<file path="src/rtl/pdm_mic_tx_pkg.sv">
// pdm_mic_tx_pkg: shared types and constants for the PDM microphone emulator.
// Rev 1.0
`default_nettype none

package pdm_mic_tx_pkg;

  typedef enum logic [0:0] {
    ST_IDLE = 1'b0,
    ST_RUN  = 1'b1
  } state_e;

  localparam logic [15:0] LFSR_SEED = 16'hACE1;
  // Taps 16,14,13,11 expressed as bit positions 15,13,12,10
  localparam logic [15:0] LFSR_TAPS = 16'hB400;

  function automatic logic lfsr_fb(input logic [15:0] s);
    return ^(s & LFSR_TAPS);
  endfunction

endpackage

`default_nettype wire

</file>
<file path="src/rtl/pdm_tx_fifo.sv">
// pdm_tx_fifo: synchronous sample FIFO; a push while full succeeds only alongside a pop.
// Rev 1.0
`default_nettype none

module pdm_tx_fifo #(
  parameter int DATA_W = 16,
  parameter int DEPTH  = 8
) (
  input  logic                     clk_i,
  input  logic                     rst_ni,
  input  logic                     push_i,
  input  logic [DATA_W-1:0]        data_i,
  input  logic                     pop_i,
  output logic [DATA_W-1:0]        data_o,
  output logic                     full_o,
  output logic                     empty_o,
  output logic [$clog2(DEPTH):0]   level_o
);

  localparam int AW    = $clog2(DEPTH);
  localparam int LVL_W = AW + 1;

  logic [DATA_W-1:0] mem_q [DEPTH];
  logic [AW-1:0]     wr_ptr_q, rd_ptr_q;
  logic [LVL_W-1:0]  level_q;
  logic              do_push_w, do_pop_w;

  assign full_o    = (level_q == LVL_W'(DEPTH));
  assign empty_o   = (level_q == '0);
  assign do_pop_w  = pop_i && !empty_o;
  assign do_push_w = push_i && (!full_o || do_pop_w);
  assign data_o    = mem_q[rd_ptr_q];
  assign level_o   = level_q;

  always_ff @(posedge clk_i) begin
    if (do_push_w) mem_q[wr_ptr_q] <= data_i;
  end

  always_ff @(posedge clk_i or negedge rst_ni) begin
    if (!rst_ni) begin
      wr_ptr_q <= '0;
      rd_ptr_q <= '0;
      level_q  <= '0;
    end else begin
      if (do_push_w) wr_ptr_q <= wr_ptr_q + AW'(1);
      if (do_pop_w)  rd_ptr_q <= rd_ptr_q + AW'(1);
      case ({do_push_w, do_pop_w})
        2'b10:   level_q <= level_q + LVL_W'(1);
        2'b01:   level_q <= level_q - LVL_W'(1);
        default: level_q <= level_q;
      endcase
    end
  end

endmodule

`default_nettype wire

</file>
<file path="src/rtl/pdm_mic_tx.sv">
// pdm_mic_tx: PCM-to-PDM MEMS microphone emulator (FIFO, hold counter, 1st-order sigma-delta).
// Optional LFSR dither carry-in: define PDM_TX_DITHER_EN.  Rev 1.0
`default_nettype none

module pdm_mic_tx
  import pdm_mic_tx_pkg::*;
#(
  parameter int DATA_W     = 16,
  parameter int FIFO_DEPTH = 8,
  parameter int HOLD_W     = 8
) (
  input  logic                          clk_i,
  input  logic                          rst_ni,
  input  logic                          en_i,
  input  logic                          pdm_clk_i,
  input  logic                          channel_i,
  input  logic [HOLD_W-1:0]             hold_num_i,
  input  logic [DATA_W-1:0]             s_data_i,
  input  logic                          s_valid_i,
  output logic                          s_ready_o,
  output logic                          pdm_data_o,
  output logic                          pdm_oe_o,
  output logic [$clog2(FIFO_DEPTH):0]   fifo_level_o,
  output logic                          underrun_o,
  input  logic                          underrun_clr_i
);

  state_e              state_q, state_d;
  logic                pclk_q, rdy_q, pdm_data_q, pdm_oe_q, underrun_q;
  logic [DATA_W-1:0]   acc_q, cur_q;
  logic [HOLD_W-1:0]   hold_cnt_q;
  logic                act_w, hold_done_w, pop_w, hold_inc_w, uset_w, dith_w;
  logic                fifo_full_w, fifo_empty_w, push_w;
  logic [DATA_W-1:0]   fifo_data_w, u_w;
  logic [DATA_W:0]     sum_w;

  assign act_w       = en_i && (channel_i ? (pdm_clk_i && !pclk_q) : (!pdm_clk_i && pclk_q));
  assign hold_done_w = (hold_cnt_q == hold_num_i);
  // s_ready stays low until the first clock after reset release
  assign s_ready_o   = rdy_q && !fifo_full_w;
  assign push_w      = s_valid_i && s_ready_o;

  pdm_tx_fifo #(
    .DATA_W (DATA_W),
    .DEPTH  (FIFO_DEPTH)
  ) u_fifo (
    .clk_i   (clk_i),
    .rst_ni  (rst_ni),
    .push_i  (push_w),
    .data_i  (s_data_i),
    .pop_i   (pop_w),
    .data_o  (fifo_data_w),
    .full_o  (fifo_full_w),
    .empty_o (fifo_empty_w),
    .level_o (fifo_level_o)
  );

  always_ff @(posedge clk_i or negedge rst_ni) begin
    if (!rst_ni) state_q <= ST_IDLE;
    else         state_q <= state_d;
  end

  always_comb begin
    state_d = state_q;
    if (!en_i) begin
      state_d = ST_IDLE;
    end else if (act_w) begin
      case (state_q)
        ST_IDLE: if (!fifo_empty_w) state_d = ST_RUN;
        ST_RUN:  if (hold_done_w && fifo_empty_w) state_d = ST_IDLE;
        default: state_d = ST_IDLE;
      endcase
    end
  end

  always_comb begin
    pop_w      = 1'b0;
    hold_inc_w = 1'b0;
    uset_w     = 1'b0;
    if (act_w) begin
      case (state_q)
        ST_IDLE: pop_w = !fifo_empty_w;
        ST_RUN: begin
          if (!hold_done_w)       hold_inc_w = 1'b1;
          else if (!fifo_empty_w) pop_w      = 1'b1;
          else                    uset_w     = 1'b1;
        end
        default: ;
      endcase
    end
  end

`ifdef PDM_TX_DITHER_EN
  logic [15:0] lfsr_q;
  assign dith_w = lfsr_q[0];
  always_ff @(posedge clk_i or negedge rst_ni) begin
    if (!rst_ni)     lfsr_q <= LFSR_SEED;
    else if (!en_i)  lfsr_q <= LFSR_SEED;
    else if (act_w)  lfsr_q <= {lfsr_q[14:0], lfsr_fb(lfsr_q)};
  end
`else
  assign dith_w = 1'b0;
`endif

  // Offset-binary input: the bit is computed from cur before any same-cycle pop
  assign u_w   = {~cur_q[DATA_W-1], cur_q[DATA_W-2:0]};
  assign sum_w = {1'b0, acc_q} + {1'b0, u_w} + {{DATA_W{1'b0}}, dith_w};

  always_ff @(posedge clk_i or negedge rst_ni) begin
    if (!rst_ni) begin
      pclk_q     <= 1'b0;
      rdy_q      <= 1'b0;
      pdm_data_q <= 1'b0;
      pdm_oe_q   <= 1'b0;
      underrun_q <= 1'b0;
      acc_q      <= '0;
      cur_q      <= '0;
      hold_cnt_q <= '0;
    end else begin
      pclk_q   <= pdm_clk_i;
      rdy_q    <= 1'b1;
      pdm_oe_q <= en_i && (pdm_clk_i == channel_i);
      if (uset_w)              underrun_q <= 1'b1;
      else if (underrun_clr_i) underrun_q <= 1'b0;
      if (!en_i) begin
        acc_q      <= '0;
        cur_q      <= '0;
        hold_cnt_q <= '0;
      end else if (act_w) begin
        pdm_data_q <= sum_w[DATA_W];
        acc_q      <= sum_w[DATA_W-1:0];
        if (pop_w) begin
          cur_q      <= fifo_data_w;
          hold_cnt_q <= '0;
        end else if (hold_inc_w) begin
          hold_cnt_q <= hold_cnt_q + HOLD_W'(1);
        end else if (uset_w) begin
          cur_q      <= '0;
          hold_cnt_q <= '0;
        end
      end
    end
  end

  assign pdm_data_o = pdm_data_q;
  assign pdm_oe_o   = pdm_oe_q;
  assign underrun_o = underrun_q;

endmodule

`default_nettype wire

</file>
<file path="config.mk">
export PLATFORM = sky130hd
export DESIGN_NAME = pdm_mic_tx
export DESIGN_NICKNAME = d
export VERILOG_FILES = /design/src/rtl/pdm_mic_tx_pkg.sv /design/src/rtl/pdm_tx_fifo.sv /design/src/rtl/pdm_mic_tx.sv
export SDC_FILE = /design/constraint.sdc
export NUM_CORES = 1
export LEC_CHECK = 0
export BUFFER_PORTS_ARGS = -buffer_cell sky130_fd_sc_hd__buf_2
export CAP_MARGIN = 20
export CORE_ASPECT_RATIO = 0.6
export CORE_MARGIN = 5
export CORE_UTILIZATION = 45
export CTS_BUF_LIST = sky130_fd_sc_hd__clkbuf_4
export DETAILED_ROUTE_END_ITERATION = 8
export PLACE_DENSITY = 0.69
export SYNTH_ARGS = -nofsm -noshare
export SYNTH_HDL_FRONTEND = slang
export SYNTH_HIERARCHICAL = 1
export SYNTH_SLANG_ARGS = --single-unit
</file>
<file path="constraint.sdc">
create_clock -name clk_i -period 4.98 [get_ports clk_i]
set_clock_uncertainty 0.1 [all_clocks]
set_input_delay 0.498 -clock clk_i [delete_from_list [all_inputs] [get_ports clk_i]]
set_output_delay 0.498 -clock clk_i [all_outputs]
set_load 0.05 [all_outputs]
</file>
## After elaboration in Yosys (flattened, before gate mapping)

Memory sizes are Yosys's and may differ from the RTL's.
Index checks and enable logic that the tools add are counted.

| word-level totals | value |
|---|---|
| RAM bits | 128 |
| flip-flop bits (word level) | 56 |
| input port bits | 31 |
| logic and storage cells | 83 |
| memories | 1 |
| output and inout bits | 8 |

Memories:

| memory | words | bits a word | read ports | clocked after Yosys merged registers in | write ports | line | RTL |
|---|---|---|---|---|---|---|---|
| u_fifo.mem_q | 8 | 16 | 1 | 0 | 1 | pdm_tx_fifo.sv:23 | `logic [DATA_W-1:0] mem_q [DEPTH];` |

| operators by class | value |
|---|---|
| mux-type cells | 33 |
| equal/unequal tests | 9 |
| bitwise gates (word level) | 2 |
| reductions and logical operators | 20 |
| add/sub/neg operators | 6 |

Operator list:

| cell | number |
|---|---|
| 16-bit two-way mux | 7 |
| 8-bit two-way mux | 5 |
| 1-bit two-way mux | 18 |
| 16-bit by 16-bit adder with 17-bit output | 1 |
| 1-bit logical AND | 9 |
| 8-bit by 1-bit adder with 8-bit output (second input constant) | 1 |
| 8-bit == test | 1 |
| 4-bit case mux with 2 select lines | 1 |
| 3-bit by 1-bit adder with 3-bit output (second input constant) | 2 |
| 4-bit by 1-bit adder with 4-bit output (second input constant) | 1 |
| 4-bit == test (second input constant) | 1 |
| 1-bit logical NOT | 4 |
| 4-bit logical NOT | 1 |
| 4-bit by 1-bit != test with 1-bit output (second input constant) | 1 |
| 1-bit case mux with 2 select lines | 2 |
| 2-bit AND reduction | 2 |
| 2-bit nonzero test | 2 |
| 4-bit by 1-bit subtractor with 4-bit output (second input constant) | 1 |
| 3-bit by 1-bit != test with 1-bit output (second input constant) | 1 |
| 3-bit by 2-bit != test with 1-bit output (second input constant) | 1 |
| 3-bit AND reduction | 1 |
| 2-bit by 1-bit == test with 1-bit output (second input constant) | 1 |
| 2-bit == test (second input constant) | 1 |
| 2-bit by 1-bit != test with 1-bit output (second input constant) | 1 |
| 3 further kinds | 4 |

## Longest topological paths before layout

| depth | value |
|---|---|
| depth after elaboration | 10 |
| depth in mapped cells | 15 |
| depth with buffers taken out | 13 |

## Modules after synthesis

Netlist, hierarchy kept.

By module, submodules not included:

| module | instances | area an instance (sq um) | cells an instance | seq. area each (sq um) |
|---|---|---|---|---|
| pdm_tx_fifo | 1 | 5522.8 | 270 | 4093.9 |
| pdm_mic_tx | 1 | 2797.7 | 268 | 1151.1 |

## Worst setup path before layout

Ideal clock, no wire load.

| timing | value |
|---|---|
| kind | register -> register |
| from | register u_fifo.level_q[2], in the netlist u_fifo/level_o[2] |
| to | memory u_fifo.mem_q[0][0] (enable) |
| arrival | 3.735 ns |
| setup time | 0.409 ns |
| setup slack | 0.736 ns |
| buffers on the path | 2 |
| required time | 4.471 ns |
| cell stages (with the launch flop) | 10 |
| clock period less this slack | 4.244 ns |
| cells stage by stage | dfrtp_1 > or3_1 > buf_6 > nor2_1 > nor2b_1 > and2_1 > buf_2 > o31a_4 > or2b_1 > nor3_1 |

| on the way | value |
|---|---|
| elaborated cells on any way between the ends | 15 |
| those cells by class | 1 x eq/ne; 6 x mux; 8 x reduce/logical |

RTL lines:

| item | line | RTL |
|---|---|---|
| start, declared | pdm_tx_fifo.sv:25 | `logic [LVL_W-1:0] level_q;` |
| start signal, assigned | pdm_tx_fifo.sv:48 | `2'b10: level_q <= level_q + LVL_W'(1);` |
| start signal, assigned | pdm_tx_fifo.sv:49 | `2'b01: level_q <= level_q - LVL_W'(1);` |
| start signal, assigned | pdm_tx_fifo.sv:50 | `default: level_q <= level_q;` |
| 4-bit == test | pdm_tx_fifo.sv:28 | `assign full_o = (level_q == LVL_W'(DEPTH));` |
| via fifo_full_w | pdm_mic_tx.sv:33 | `logic fifo_full_w, fifo_empty_w, push_w;` |
| 1-bit logical NOT | pdm_mic_tx.sv:40 | `assign s_ready_o = rdy_q && !fifo_full_w;` |
| 1-bit logical AND | pdm_mic_tx.sv:40 |  |
| via s_ready_o | pdm_mic_tx.sv:20 | `output logic s_ready_o,` |
| 1-bit logical AND | pdm_mic_tx.sv:41 | `assign push_w = s_valid_i && s_ready_o;` |
| via push_w | pdm_mic_tx.sv:33 |  |
| 1-bit logical AND | pdm_tx_fifo.sv:31 | `assign do_push_w = push_i && (!full_o \|\| do_pop_w);` |
| 1-bit two-way mux | pdm_tx_fifo.sv:36 | `if (do_push_w) mem_q[wr_ptr_q] <= data_i;` |
| 1-bit two-way mux (implied by the code) | pdm_tx_fifo.sv:36 |  |
| end, declared | pdm_tx_fifo.sv:23 |  |

The timed path passes the listed nets, and every way through them passes these cells.

## Worst setup path in the final report

| timing | value |
|---|---|
| from | input port pdm_clk_i |
| to | register u_fifo.level_q[3], in the netlist u_fifo/level_o[3] |

| on the way | value |
|---|---|
| word-level cells in the longest chain between the ends | 10 |
| elaborated cells on any way between the ends | 13 |
| those cells by class | 2 x eq/ne; 3 x mux; 8 x reduce/logical |

RTL lines:

| item | line | RTL |
|---|---|---|
| start, declared | pdm_mic_tx.sv:15 | `input logic pdm_clk_i,` |
| 1-bit logical NOT | pdm_mic_tx.sv:37 | `assign act_w = en_i && (channel_i ? (pdm_clk_i && !pclk_q) : (!pdm_clk_i && pclk_q));` |
| 1-bit logical AND | pdm_mic_tx.sv:37 |  |
| 1-bit two-way mux (*) | pdm_mic_tx.sv:37 |  |
| 1-bit logical AND (*) | pdm_mic_tx.sv:37 |  |
| 1-bit two-way mux (*) | pdm_mic_tx.sv:80 | `if (act_w) begin` |
| 1-bit logical AND (*) | pdm_tx_fifo.sv:30 | `assign do_pop_w = pop_i && !empty_o;` |
| 1-bit logical OR | pdm_tx_fifo.sv:31 |  |
| 1-bit logical AND | pdm_tx_fifo.sv:31 |  |
| 2-bit by 1-bit == test with 1-bit output / 2-bit == test (equally long branches) | pdm_tx_fifo.sv:47 | `case ({do_push_w, do_pop_w})` |
| 4-bit case mux with 2 select lines / 2-bit nonzero test (equally long branches) | - |  |

Mark *: on every way between the ends. The rest lies on a longest branch, timed or not.
A chain may end at the register's enable or synchronous reset.

==> reports/qor.txt <==
Initial Util -> 45.9%
RSZ-0062 raised after global routing -> no
# rows -> 38
Max-Cap Viols -> 0
die width -> 186 microns
final core utilization -> 50.3%
Fmax achieved -> 281 MHz
cells after synthesis -> 538
Synth area leaders -> edfxtp_1, dfrtp_1, mux4_2, ha_1, mux2_2
Core Box Area -> 0.0181 sq mm
area share of the largest cell type after synthesis -> 46.2%
Arr. time, crit path -> 3.90 ns
P&R area growth vs syn -> 9.50%
post-synth net total -> 592
GRT Util Overall -> 16.2%
Nets -> 643
top-count cell post-synth -> edfxtp_1
post-synthesis mux area share -> 11.4%
critical path class -> primary input to flop
Worst IR Drop VDD -> 0.000217 V
Worst Max-Slew Pin Slew -> 0.868 ns
dpl hpwl -> 10700 microns
PwrDens -> 428 mW/mm^2
Chip Height -> 115 microns
CTS tree -> built
fin crit share -> 71.4%
Cell variety after synth -> 68
cell taking the most area after synthesis -> edfxtp_1
Synth Area in Compound Gates -> 10.1%
Synth Area in XOR/XNOR -> 2.42%
Tmin final -> 3.55 ns
final setup vio count -> 0
Worst-path clk slew -> 0.16 ns
final setup TNS -> 0 ns
Die Area -> 0.0214 sq mm
CTS Buffer Depth -> 2
largest family of logic cells by synthesized area -> multiplexers
area share of fa/ha/maj cells after synthesis -> 3.64%
clk root buf -> clkbuf_4
DRC violation count after routing -> 0
Top FF cell, synth -> edfxtp_1
Synth top cells by count -> edfxtp_1, dfrtp_1, mux4_2, ha_1, nand2_1
Tot Pwr -> 0.00390 W
Worst Path Required -> 5.32 ns
slowest stage delay, CP -> 0.53 ns
placed inst area -> 0.00880 sq mm
Worst setup SP type -> primary input
# placed instances -> 807
remaining antenna violation count after routing -> 0
largest fanout on the critical path -> 19
fin. max-slew vios -> 0
outcome -> completed
H-Tree Depth -> 4
post-route insts no fill -> 843
final hold vios -> 0
TritonCTS Sinks -> 184
DRT Wirelength -> 16500 microns
Buf/Inv on CP -> 4
Clk Latency, worst-skew pair -> 0.57 ns
Post-Syn Area -> 0.00832 sq mm
Post-Synth Simple-Gate Area -> 7.04%
DR iter-0 viols -> 339
crit end category -> flop
leakage power total -> 3.39 nW
reg2reg setup slack -> 1.59 ns
drt pass-1 iters -> 5
io pins -> 39
Largest delay share family, worst path -> compound AO/OA/AOI/OAI gates
DR vias -> 4822
via/cell ratio -> 5.72
warnings from Yosys -> 6
fraction of layout cells with a size suffix above 1 -> 25.6%
gp weighted congestion -> 0.816
syn avg cell area -> 15.5 sq um
global-route wire length before repair -> 26400 microns
CTS buffer count -> 17
initial antenna violation count -> 0
worst path cell trace -> dlygate4sd3_1 -> buf_2 -> o21ai_4 -> nand2_4 -> a211oi_4 -> inv_1 -> or3_1 -> inv_1 -> ha_1 -> a211oi_1 -> or3_1 -> o22a_1 -> o221ai_1
PortBufs -> 38
Yosys reg bits -> 184
sequential fraction of the synthesis area -> 63.0%
vias in the first global route -> 4878
WL per Instance -> 19.6 microns
Post-Layout Inst Area -> 0.00911 sq mm
Post-synth EDFFs -> 128
slew margin rel. -> 42.1%
CP max-delay cell -> dlygate4sd3_1
largest net degree at the start of global routing -> 57
GR Overflow Total -> 0
FFs w/ async S/R, synth -> 30.4%
hold crit path type -> primary input to flop
==> placed cells by master, fill, tap and decap left out, types with 4 or more instances in the layout <==
cell	n
nand2_1	20
mux4_2	32
nand4_1	4
xnor2_1	16
nand3_1	13
a21o_1	4
and2_1	4
dfrtp_1	55
a21boi_0	4
buf_4	14
a211o_1	5
o211ai_1	5
inv_1	15
a21oi_1	14
o21ai_1	7
o21ai_0	15
a22o_1	18
or3_1	5
a211oi_1	4
xor2_1	7
nor2_1	17
a31oi_1	7
clkbuf_4	19
mux2_2	18
nand2b_1	6
and3_1	5
o21a_1	4
edfxtp_1	128
nor2b_1	6
buf_2	38
ha_1	21
==> final timing paths <==
kind | from | to | cells past startpoint
setup / recovery | pdm_clk_i | u_fifo/level_o[3] | 13
hold / removal | s_data_i[6] | u_fifo/mem_q[5][6] | 1
setup reg to reg | pclk_q | u_fifo/level_o[3] | 12
hold reg to reg | pdm_data_o | pdm_data_o | 2
max in group asynchronous | rst_ni | u_fifo/rd_ptr_q[0] | 3
min in group asynchronous | rst_ni | cur_q[5] | 3
==> cells by family (layout without fill, tap and decap cells) <==
family                   Yosys count  in the layout
flip-flops                       184            184
buffers and inverters             39            103
XOR/XNOR                          23             23
AO/OA/AOI/OAI                    112            112
other                              1              2
multiplexers                      52             52
adder cells (fa/ha/maj)           23             23
AND/OR/NAND/NOR                  104            104
==> where the power goes <==
group / switching, W / internal [W] / leakage (nW) / total, W
registers: 0.000144 / 0.00180 / 1.90 / 0.00194
clock network: 0.000538 / 0.000276 / 0.154 / 0.000814
logic: 0.000593 / 0.000548 / 1.34 / 0.00114
==> metal layers <==
metal | track usage [%] | vias up | wire length, microns
met5 | 0 | - | 0
met4 | 4.90 | 0 | 219
met3 | 3.60 | 21 | 770
met2 | 24.8 | 120 | 7670
met1 | 23.5 | 2468 | 7820
li1 | - | 2213 | -
==> worst register-to-register path, stage by stage (launching register included) <==
cell	delay [ns]
dfrtp_1	0.42
nand2b_4	0.07
o21ai_4	0.47
nand2_4	0.20
a211oi_4	0.27
inv_1	0.12
or3_1	0.42
inv_1	0.10
ha_1	0.23
a211oi_1	0.36
or3_1	0.22
o22a_1	0.14
o221ai_1	0.12
==> flip-flops by register name, summed over array words and instances (netlist names), 3 cells and up <==
register	flops
cur_q	16
u_fifo/rd_ptr_q	3
u_fifo/level_o	4
u_fifo/mem_q	128
hold_cnt_q	8
u_fifo/wr_ptr_q	3
acc_q	16
==> metrics by stage <==
step / hold WS, ns / setup slack [ns]
4_1_cts: 0.0368 / 1.51
3_5_place_dp: 0.395 / 1.37
6_report: 0.0783 / 1.43
5_1_grt: 0.0339 / 1.27
2_1_floorplan: 0.102 / 0.736
3_3_place_gp: 0.391 / 1.47
==> layout make-up <==
cell class / count / area [sq um]
sequential: 184 / 5250
clock buffer: 19 / 143
tap: 240 / 300
fill: 1526 / 9000
inverter: 16 / 60.1
antenna: 1 / 2.50
multi-input combinational: 315 / 2890
timing repair buffer: 55 / 325
clock inverter: 13 / 140
==> repair_timing <==
item                      4_1_cts  5_1_grt
hold buffers                    3        0
hold endpoints to repair       58        0
setup buffers                   0        0
gates resized for setup         0        0
Note: power is estimated with default switching activity, not from simulation.
